`config.mk`:
```
export PLATFORM = sky130hd
export DESIGN_NAME = mem_port_arbiter
export DESIGN_NICKNAME = d
export VERILOG_FILES = /design/src/rtl/mem_port_arbiter.sv
export SDC_FILE = /design/constraint.sdc
export NUM_CORES = 1
export LEC_CHECK = 0
export BUFFER_PORTS_ARGS = -buffer_cell sky130_fd_sc_hd__buf_2
export CAP_MARGIN = 20
export CORE_ASPECT_RATIO = 0.7
export CORE_MARGIN = 3
export CORE_UTILIZATION = 46
export CTS_CLUSTER_SIZE = 14
export DETAILED_ROUTE_END_ITERATION = 7
export GPL_ROUTABILITY_DRIVEN = 0
export PLACE_DENSITY = 0.87
export SLEW_MARGIN = 20
export SYNTH_ARGS = -nofsm -noshare
export SYNTH_HDL_FRONTEND = slang
export SYNTH_SLANG_ARGS = --single-unit
```
`constraint.sdc`:
```
create_clock -name clk -period 2.1 [get_ports clk]
set_input_delay 0.21 -clock clk [delete_from_list [all_inputs] [get_ports clk]]
set_output_delay 0.21 -clock clk [all_outputs]
set_load 0.02 [all_outputs]
```
`src/rtl/mem_port_arbiter.sv`:
```
// Arbitrates one single-port memory between instruction fetch (IF) and data access (MEM).
// Optional IF anti-starvation counter is enabled by defining MEM_ARB_FAIRNESS_EN.
module mem_port_arbiter #(
  parameter int unsigned ADDR_W       = 32,
  parameter int unsigned DATA_W       = 32,
  parameter int unsigned STARVE_LIMIT = 4
) (
  input  logic              clk,
  input  logic              reset,
  input  logic              i_req,
  input  logic [ADDR_W-1:0] i_addr,
  output logic [DATA_W-1:0] i_rdata,
  output logic              i_valid,
  output logic              i_stall,
  input  logic              d_req,
  input  logic              d_we,
  input  logic [ADDR_W-1:0] d_addr,
  input  logic [DATA_W-1:0] d_wdata,
  output logic [DATA_W-1:0] d_rdata,
  output logic              d_valid,
  output logic              d_stall,
  output logic              mem_req,
  output logic              mem_we,
  output logic [ADDR_W-1:0] mem_addr,
  output logic [DATA_W-1:0] mem_wdata,
  input  logic              mem_ack,
  input  logic [DATA_W-1:0] mem_rdata,
  output logic              busy
);

  typedef enum logic [2:0] {IDLE, BUSY_I, BUSY_D, DONE_I, DONE_D} state_t;

  state_t            state, state_nxt;
  logic              lat_we;
  logic [ADDR_W-1:0] lat_addr;
  logic [DATA_W-1:0] lat_wdata;
  logic              grant_d, grant_i;

`ifdef MEM_ARB_FAIRNESS_EN
  localparam int unsigned CNT_W = ($clog2(STARVE_LIMIT + 1) > 3) ? $clog2(STARVE_LIMIT + 1) : 3;

  logic [CNT_W-1:0] starve_cnt;
  logic             if_turn;

  assign if_turn = (starve_cnt == CNT_W'(STARVE_LIMIT));
  assign grant_d = (state == IDLE) && d_req && !(i_req && if_turn);
  assign grant_i = (state == IDLE) && i_req && !grant_d;

  // Counts data grants that overtook a waiting fetch.
  always_ff @(posedge clk or negedge reset) begin
    if (!reset) begin
      starve_cnt <= '0;
    end else if (grant_i) begin
      starve_cnt <= '0;
    end else if (grant_d && i_req) begin
      starve_cnt <= starve_cnt + 1'b1;
    end else if (state == IDLE && !i_req) begin
      starve_cnt <= '0;
    end
  end
`else
  assign grant_d = (state == IDLE) && d_req;
  assign grant_i = (state == IDLE) && i_req && !d_req;

  // The starvation limit is only consumed by the fairness build.
  if (STARVE_LIMIT == 0) begin : g_no_fairness
  end
`endif

  always_comb begin
    state_nxt = state;
    unique case (state)
      IDLE: begin
        if (grant_d)      state_nxt = BUSY_D;
        else if (grant_i) state_nxt = BUSY_I;
      end
      BUSY_I:  if (mem_ack) state_nxt = DONE_I;
      BUSY_D:  if (mem_ack) state_nxt = DONE_D;
      DONE_I:  state_nxt = IDLE;
      DONE_D:  state_nxt = IDLE;
      default: state_nxt = IDLE;
    endcase
  end

  always_ff @(posedge clk or negedge reset) begin
    if (!reset) begin
      state     <= IDLE;
      lat_we    <= 1'b0;
      lat_addr  <= '0;
      lat_wdata <= '0;
      i_rdata   <= '0;
      d_rdata   <= '0;
    end else begin
      state <= state_nxt;
      if (grant_d) begin
        lat_we    <= d_we;
        lat_addr  <= d_addr;
        lat_wdata <= d_wdata;
      end else if (grant_i) begin
        lat_we   <= 1'b0;
        lat_addr <= i_addr;
      end
      if (state == BUSY_I && mem_ack) i_rdata <= mem_rdata;
      // Stores leave the previous load data visible on d_rdata.
      if (state == BUSY_D && mem_ack && !lat_we) d_rdata <= mem_rdata;
    end
  end

  assign mem_req   = (state == BUSY_I) || (state == BUSY_D);
  assign mem_we    = (state == BUSY_D) && lat_we;
  assign mem_addr  = lat_addr;
  assign mem_wdata = lat_wdata;
  assign i_valid   = (state == DONE_I);
  assign d_valid   = (state == DONE_D);
  assign i_stall   = i_req & ~i_valid;
  assign d_stall   = d_req & ~d_valid;
  assign busy      = (state != IDLE);

endmodule

```
Word-level counts from Yosys, hierarchy flattened

Cells that the tools add are included.

Bits of input ports: 134
Flip-flop bits (word level): 132
Output and inout bits: 135

Bitwise logic cells: 4
Equality and inequality tests: 7
Multiplexer cells: 9
Reductions and logical operators: 14

Operators by type and width:

| operator                                      | count |
|---|---|
| two-way mux 32 bit                            | 2 |
| two-way mux 3 bit                             | 4 |
| case mux 3 bit (3 select lines)               | 1 |
| logical AND 1 bit                             | 7 |
| == test 3 x 2 -> 1 bit, second input constant | 2 |
| != test 2 bit, second input constant          | 2 |
| == test 3 x 1 -> 1 bit, second input constant | 1 |
| == test 3 bit, second input constant          | 1 |
| logical NOT 3 bit                             | 1 |
| != test 3 bit, second input constant          | 1 |
| AND reduction 3 bit                           | 1 |
| nonzero test 3 bit                            | 1 |
| bitwise AND 1 bit                             | 2 |
| logical NOT 1 bit                             | 2 |
| two-way mux 1 bit                             | 2 |
| inverter 1 bit                                | 2 |
| nonzero test 2 bit                            | 1 |
| logical OR 1 bit                              | 1 |

Longest topological paths before layout

Gate-level depths: netlist of the first run.

Depth after elaboration: 6
Depth in mapped cells: 6
Mapped depth without buffers: 4

Worst setup path after synthesis of the first run

OpenSTA, ideal clock, no wires.

Path type: register -> register
Start: register state[1]
End: register lat_wdata[14], in the netlist mem_wdata[14]
Clock period less this slack: 1,596 ps
Stages on the path, launching flop included: 6
Setup time: 125 ps
Slack: 504 ps
Buffers on the path: 3
Data arrival time: 1,471 ps
Path through: dfrtp_1 > buf_4 > nor4b_2 > buf_2 > buf_4 > mux2_2

Cells in the longest elaborated chain, start to end: 2

Ends and longest elaborated chain:

| element                | RTL line | source |
|---|---|---|
| start, declared        | 33       | `state_t state, state_nxt;` |
| start signal, assigned | 94       | `state <= state_nxt;` |
| logical NOT 3 bit      | 62       | `assign grant_d = (state == IDLE) && d_req;` |
| logical AND 1 bit      | 62       |  |
| end signal, assigned   | 98       | `lat_wdata <= d_wdata;` |
| end, declared          | 36       | `logic [DATA_W-1:0] lat_wdata;` |

No other way between the ends.
A chain may end at the register's enable or synchronous reset.

Worst setup path in the final report of the first run

Start: register state[1]
End: output busy

Cells in the longest elaborated chain, start to end: 1

Ends and longest elaborated chain:

| element            | RTL line | source |
|---|---|---|
| nonzero test 3 bit | 117      | `assign busy = (state != IDLE);` |
| end, declared      | 28       | `output logic busy` |

No other way between the ends.

==> results of run 1 <==
-- per-stage QoR --
step | hold slack (ns) | instance area [um^2]
2_1_floorplan | -0.0856 | 5430
3_3_place_gp | 0.241 | 6920
3_5_place_dp | 0.244 | 6920
4_1_cts | 0.00349 | 7590
5_1_grt | 0.0128 | 7600
6_report | 0.0210 | 7600
-- kinds of logic after synthesis --
kind of cell | after synthesis | share of synthesized area (%)
DFF | 132 | 60.8
AOI/OAI and AO/OA | 67 | 9.90
xor gates and xnor gates | 1 | 0.161
and+or+nand+nor | 55 | 5.41
muxes | 96 | 19.9
buffers and inverters | 30 | 3.85
-- cell usage in the layout (no fill, tap or decap), drive strengths merged, types with 6 or more instances in the layout --
cell type,n
buf,281
dfrtp,132
mux2,96
nand2,38
a22oi,32
a32oi,32
clkbuf,19
inv,8
nor2,6
-- sequential cells by signal, indices dropped and copies added (netlist names) --
| register | count |
|---|---|
| d_rdata | 32 |
| lat_we | 1 |
| mem_wdata | 32 |
| state | 3 |
| i_rdata | 32 |
| mem_addr | 32 |
-- area by class of cell --
| class | count | share of cell area, % |
|---|---|---|
| Inverter | 3 | 0.181 |
| Tap cell | 153 | 2.52 |
| Multi-Input combinational cell | 219 | 25.4 |
| Sequential cell | 132 | 43.5 |
| Clock inverter | 13 | 2.92 |
| Timing Repair Buffer | 282 | 19.8 |
| Clock buffer | 19 | 5.70 |
-- synth_stat cells --
cell type  count  area [um^2]
a211oi_1       1         7.51
a22oi_1       32          240
a32oi_1       32          280
and2_1         1         6.26
buf_2         11         55.1
buf_4          4         30.0
buf_6          9          101
clkbuf_1       3         11.3
dfrtp_1      132         3300
inv_1          2         7.51
inv_2          1         3.75
mux2_1        12          135
mux2_2        84          946
nand2_1       37          139
nand2_2        1         6.26
nor2_1         6         22.5
nor2b_1        2         12.5
nor3_1         3         15.0
nor3_4         2         32.5
nor4_4         1         21.3
nor4b_2        1         15.0
nor4b_4        1         23.8
o21ai_0        2         10.0
xnor2_1        1         8.76
-- worst max-delay path, cell delays in order, from the launching register on --
cell and delay, ns:
dfrtp_1 0.53, buf_4 0.23, nor3_4 0.06, inv_4 0.30, buf_2 0.24
-- metal layers --
metal  wire length, um  share of wire, %  vias up  global-route usage (%)
met2              7440                50      216                    38.8
li1                  -                 -     1974                       -
met3              1250               8.5       21                    6.86
met4               204               1.4        0                    6.66
met1              5870                40     2147                    27.8
met5                 0                 0        -                       0
-- power by group --
| group | total [uW] | internal [uW] | switching [uW] |
|---|---|---|---|
| registers | 4700 | 3850 | 848 |
| logic | 5910 | 2410 | 3500 |
| clock network | 3280 | 2140 | 1140 |
| total | 13900 | 8390 | 5490 |
-- worst min-delay path by stage --
stage | start | to | slack (ns)
5_1_grt | d_addr[7] | mem_addr[7] | 0.01
3_3_place_gp | reset | mem_wdata[7] | 0.24
2_1_floorplan | reset | d_rdata[0] | -0.09
6_report | d_addr[20] | mem_addr[20] | 0.02
4_1_cts | d_we | lat_we | 0.003
3_5_place_dp | reset | mem_wdata[7] | 0.24
-- timing repair --
action | in CTS | in global routing
hold buffers | 1 | 0
gates resized for setup | 1 | 0
setup buffers | 0 | 1
pin swaps | 0 | 1
hold endpoints to repair | 41 | 0
endpoints found under the setup margin | 1 | 1
==> metrics.md, run 1 <==
| Metric | Value |
|---|---|
| Total wirelength of the detailed-routed design | `14.8 mm` |
| Clock network latency to the later pin of the worst-skew pair | `0.41 ns` |
| Launch point of the worst reg-to-reg path | `state[0]` |
| Leakage Power | `0.00374 uW` |
| Final total power | `13900 uW` |
| Post-synthesis sequential element count | `132` |
| Fraction of layout instances using a drive strength above 1 | `roughly three fifths` |
| Synthesized netlist cell count | `381` |
| Pin count of the biggest net entering global routing | `64` |
| Number of buffers created by CTS | `17` |
| Syn nets | `515` |
| Vias per cell | `5.31` |
| Crit Path Max Fanout | `34` |
| Remaining global-route overflow | `0` |
| Critical Path End | `busy` |
| Layout Cells excl Fill | `between 800 and 900` |
| Placement row count | `32` |
| Sequential cell area fraction in the yosys report | `approximately three fifths` |
| Status | `finished clean` |
| Final design utilization | `67.5%` |
| Die width | `approximately 140 um` |
| Total via count in the routed design | `approximately 4400` |
| Port Buffers | `268` |
| Setup Crit Path Kind | `flip-flop to primary output` |
| Number of buffers between clock root and the deepest sink | `2` |
| Via count of the first global-routing pass | `4580` |
| Arrival time of the worst setup path | `1.77 ns` |
| Average cell area after synthesis | `14.3 um^2` |
| Sequential standard cell area | `3300 um^2` |
| Unrepaired setup endpoints after global routing | `no` |
| Die height | `96.9 um` |
| Worst Hold Class | `input pin to flip-flop` |
| Reg clk slew, reported paths | `0.06 ns` |
| Max-cap violations | `0` |
| Max-Slew Margin vs Limit | `59.4%` |
| 1st-iter DRT viols | `approximately 210` |
| Period minus WS final | `1.98 ns` |
| Post-synthesis to final-layout area growth | `39.8%` |
| First-pass GRT wire length | `approximately 24 mm` |
| Final worst clock skew | `0.00947 ns` |
| Number of hold-slack violations in the final timing report | `0` |
| Power density of the placed cells | `1830 nW/um^2` |
| Placed cell count | `787` |
| Measured slew at the worst slew-check pin | `0.609 ns` |
| Sum Neg Setup Slack | `0 ns` |
| Largest voltage drop on the vdd net | `between 0.0009 and 0.001 V` |
| Total number of yosys warnings | `0` |
| Number of cells on the worst hold path | `3` |
| Required time at the endpoint of the critical path | `1.89 ns` |
| Fillers | `810` |
| Number of diodes added for antenna fixing | `0` |
| Area of combinational cells with multiple inputs | `1930 um^2` |
| Endpoint type of the worst setup path | `primary output` |
| Final worst-path setup slack | `0.117 ns` |
| Startpoint type of the worst setup path | `flip-flop` |
| Combined area of all synthesized cells | `roughly 5400 um^2` |
| Final period utilization | `a little over nine tenths` |
| Level count of the clock H-tree | `4` |
| Reg2Reg Depth | `3` |
| Area of the core | `11300 um^2` |
| Post-synth cell types | `24` |
| Clock tree sinks | `132` |
| GRT Overall Usage | `22.7%` |
| Total die area | `around 13000 um^2` |
| First-pass detailed-route iteration total | `5` |
| Drt drc | `0` |
| TritonCTS clock tree | `done` |
| Origin of the worst setup path | `state[1]` |
| Max-slew violation count | `0` |
| Clk Tree Root Cell | `clkbuf_16` |
| Initial antenna violation count | `0` |
| Reg-to-reg slack, setup | `0.23 ns` |
| Detail Placement HPWL | `11.0 mm` |
| Final #Nets | `789` |
| Count of endpoints failing setup in the final report | `0` |
| Initial cell density of the core | `48.3%` |
| Antenna Nets Post-Route | `0` |
| Top achievable clock speed | `504 MHz` |
| Place WS | `approximately 0.24 ns` |
| Capture instance of the worst register-to-register path | `mem_wdata[26]` |
| Detail-routed net length per standard cell | `18.0 um` |
| IO Pins | `269` |
(Power assumes the default switching activity.)
==> run 2, diff against run 1 <==
BUFFER_PORTS_ARGS = not set   (was -buffer_cell sky130_fd_sc_hd__buf_2)
CORE_UTILIZATION = 58   (was 46)
DONT_BUFFER_PORTS = 1   (was not set)
PLACE_DENSITY = 0.81   (was 0.87)
==> run 2 against run 1 <==
Compared with the run above: the flow now stops in clock tree synthesis (4_1_cts); synthesized area unchanged; synthesized cell count unchanged.
==> metrics.md, run 2 <==
| Metric | Value |
|---|---|
| Status | `aborted with a tool error` |
| Last stage reached | `clock tree synthesis (4_1_cts)` |
| Error message | `[ERROR RSZ-0060] Max buffer count reached.` |
| Level count of the clock H-tree | `4` |
| Gates resized, CTS repair | `2` |
| Placement row count | `28` |
| IO Pins | `269` |
| Commonest cells in the netlist | `dfrtp_1, mux2_2, nand2_1, a22oi_1, a32oi_1` |
| Post-synth cell types | `24` |
| Detail Placement HPWL | `9.36 mm` |
| Total number of yosys warnings | `0` |
| Post-synth EDFFs | `0` |
| Yosys top cell area share | `approximately three fifths` |
| Dominant synthesized flop cell | `dfrtp_1` |
| Clock tree sinks | `132` |
| Number of buffers between clock root and the deepest sink | `2` |
| Fraction of registers with async set or reset after synthesis | `100%` |
| Most instantiated library cell after synthesis | `dfrtp_1` |
| Synth area leaders | `dfrtp_1, mux2_2, a32oi_1, a22oi_1, nand2_1` |
| Post CTS Setup Buffer Count | `0` |
| Post-synthesis sequential element count | `132` |
| Sequential cell area fraction in the yosys report | `60.8%` |
| Synthesized netlist cell count | `approximately 380` |
| Syn nets | `about 520` |
| Die height | `87.0 um` |
| Clk Tree Root Cell | `clkbuf_16` |
| Die width | `around 120 um` |
| Average cell area after synthesis | `14.3 um^2` |
| Largest area contributor in the netlist | `dfrtp_1` |
| Hold buffer count at cts | `104` |
| Port Buffers | `0` |
| Number of buffers created by CTS | `17` |
| Initial cell density of the core | `61.8%` |
| Combined area of all synthesized cells | `5430 um^2` |
==> run 2: cell counts after synthesis <==
Identical to the previous run, type by type.
==> run 2: logic make-up after synthesis <==
| group | count (synthesis) | share of synthesized area (%) |
|---|---|---|
| multiplexers | 96 | 19.9 |
| flip-flops | 132 | 60.8 |
| XOR/XNOR | 1 | 0.161 |
| buffers and inverters | 30 | 3.85 |
| AND/OR/NAND/NOR | 55 | 5.41 |
| AO/OA/AOI/OAI | 67 | 9.90 |
==> run 2: metrics by stage <==
step	std cells	hold WS, ns	cell area, um^2	setup WS [ns]	utilization (%)
floorplan	381	-0.0856	5430	0.504	-
global placement	483	-0.0831	5520	0.316	62.7
detailed placement	483	-0.0827	5520	0.252	62.7
==> run 3, diff against run 2 <==
CORE_ASPECT_RATIO = not set   (was 0.7)
CORE_UTILIZATION = 40   (was 58)
CTS_CLUSTER_SIZE = not set   (was 14)
PLACE_DENSITY = not set   (was 0.81)
PLACE_DENSITY_LB_ADDON = 0.15   (was not set)
==> run 3 against run 2 <==
Compared with the run above: the run again fails in clock tree synthesis (4_1_cts); synthesized area stayed put; synthesized cell count stayed put.
==> metrics.md, run 3 <==
| Metric | Value |
|---|---|
| Level count of the clock H-tree | `4` |
| Post-synthesis sequential element count | `132` |
| Initial cell density of the core | `42.0%` |
| Most instantiated library cell after synthesis | `dfrtp_1` |
| Average cell area after synthesis | `14.3 um^2` |
| Last stage reached | `clock tree synthesis (4_1_cts)` |
| Clock tree sinks | `132` |
| Place WS | `around 0.22 ns` |
| Hold buffer count at cts | `approximately 120` |
| Combined area of all synthesized cells | `5430 um^2` |
| Post CTS Setup Buffer Count | `0` |
| Commonest cells in the netlist | `dfrtp_1, mux2_2, nand2_1, a22oi_1, a32oi_1` |
| Gates resized, CTS repair | `2` |
| Port Buffers | `0` |
| Number of buffers between clock root and the deepest sink | `2` |
| Post-synth cell types | `24` |
| Dominant synthesized flop cell | `dfrtp_1` |
| Placed inst area | `5580 um^2` |
| Sequential cell area fraction in the yosys report | `60.8%` |
| Error message | `[ERROR RSZ-0060] Max buffer count reached.` |
| Placement row count | `just over 40` |
| Largest area contributor in the netlist | `dfrtp_1` |
| Synth area leaders | `dfrtp_1, mux2_2, a32oi_1, a22oi_1, nand2_1` |
| Fraction of registers with async set or reset after synthesis | `100%` |
| Post-synth EDFFs | `0` |
| Synthesized netlist cell count | `~380` |
| Yosys top cell area share | `60.8%` |
| Total number of yosys warnings | `0` |
| Die height | `123 um` |
| Status | `aborted with a tool error` |
| Die width | `123 um` |
| Detail Placement HPWL | `9.39 mm` |
| IO Pins | `approximately 270` |
| Clk Tree Root Cell | `clkbuf_16` |
| Syn nets | `515` |
| Number of buffers created by CTS | `17` |
run 3: kinds of logic after synthesis:
family                    synth area share [%]
DFF                                       60.8
muxes                                     19.9
AOI/OAI and AO/OA                         9.90
and+or+nand+nor                           5.41
buffers and inverters                     3.85
xor gates and xnor gates                 0.161
run 3: metrics by stage:
step	std cells	hold slack (ns)	utilization [%]
global placement	538	-0.0825	43.1
floorplan	381	-0.0856	-
detailed placement	538	-0.0826	43.1
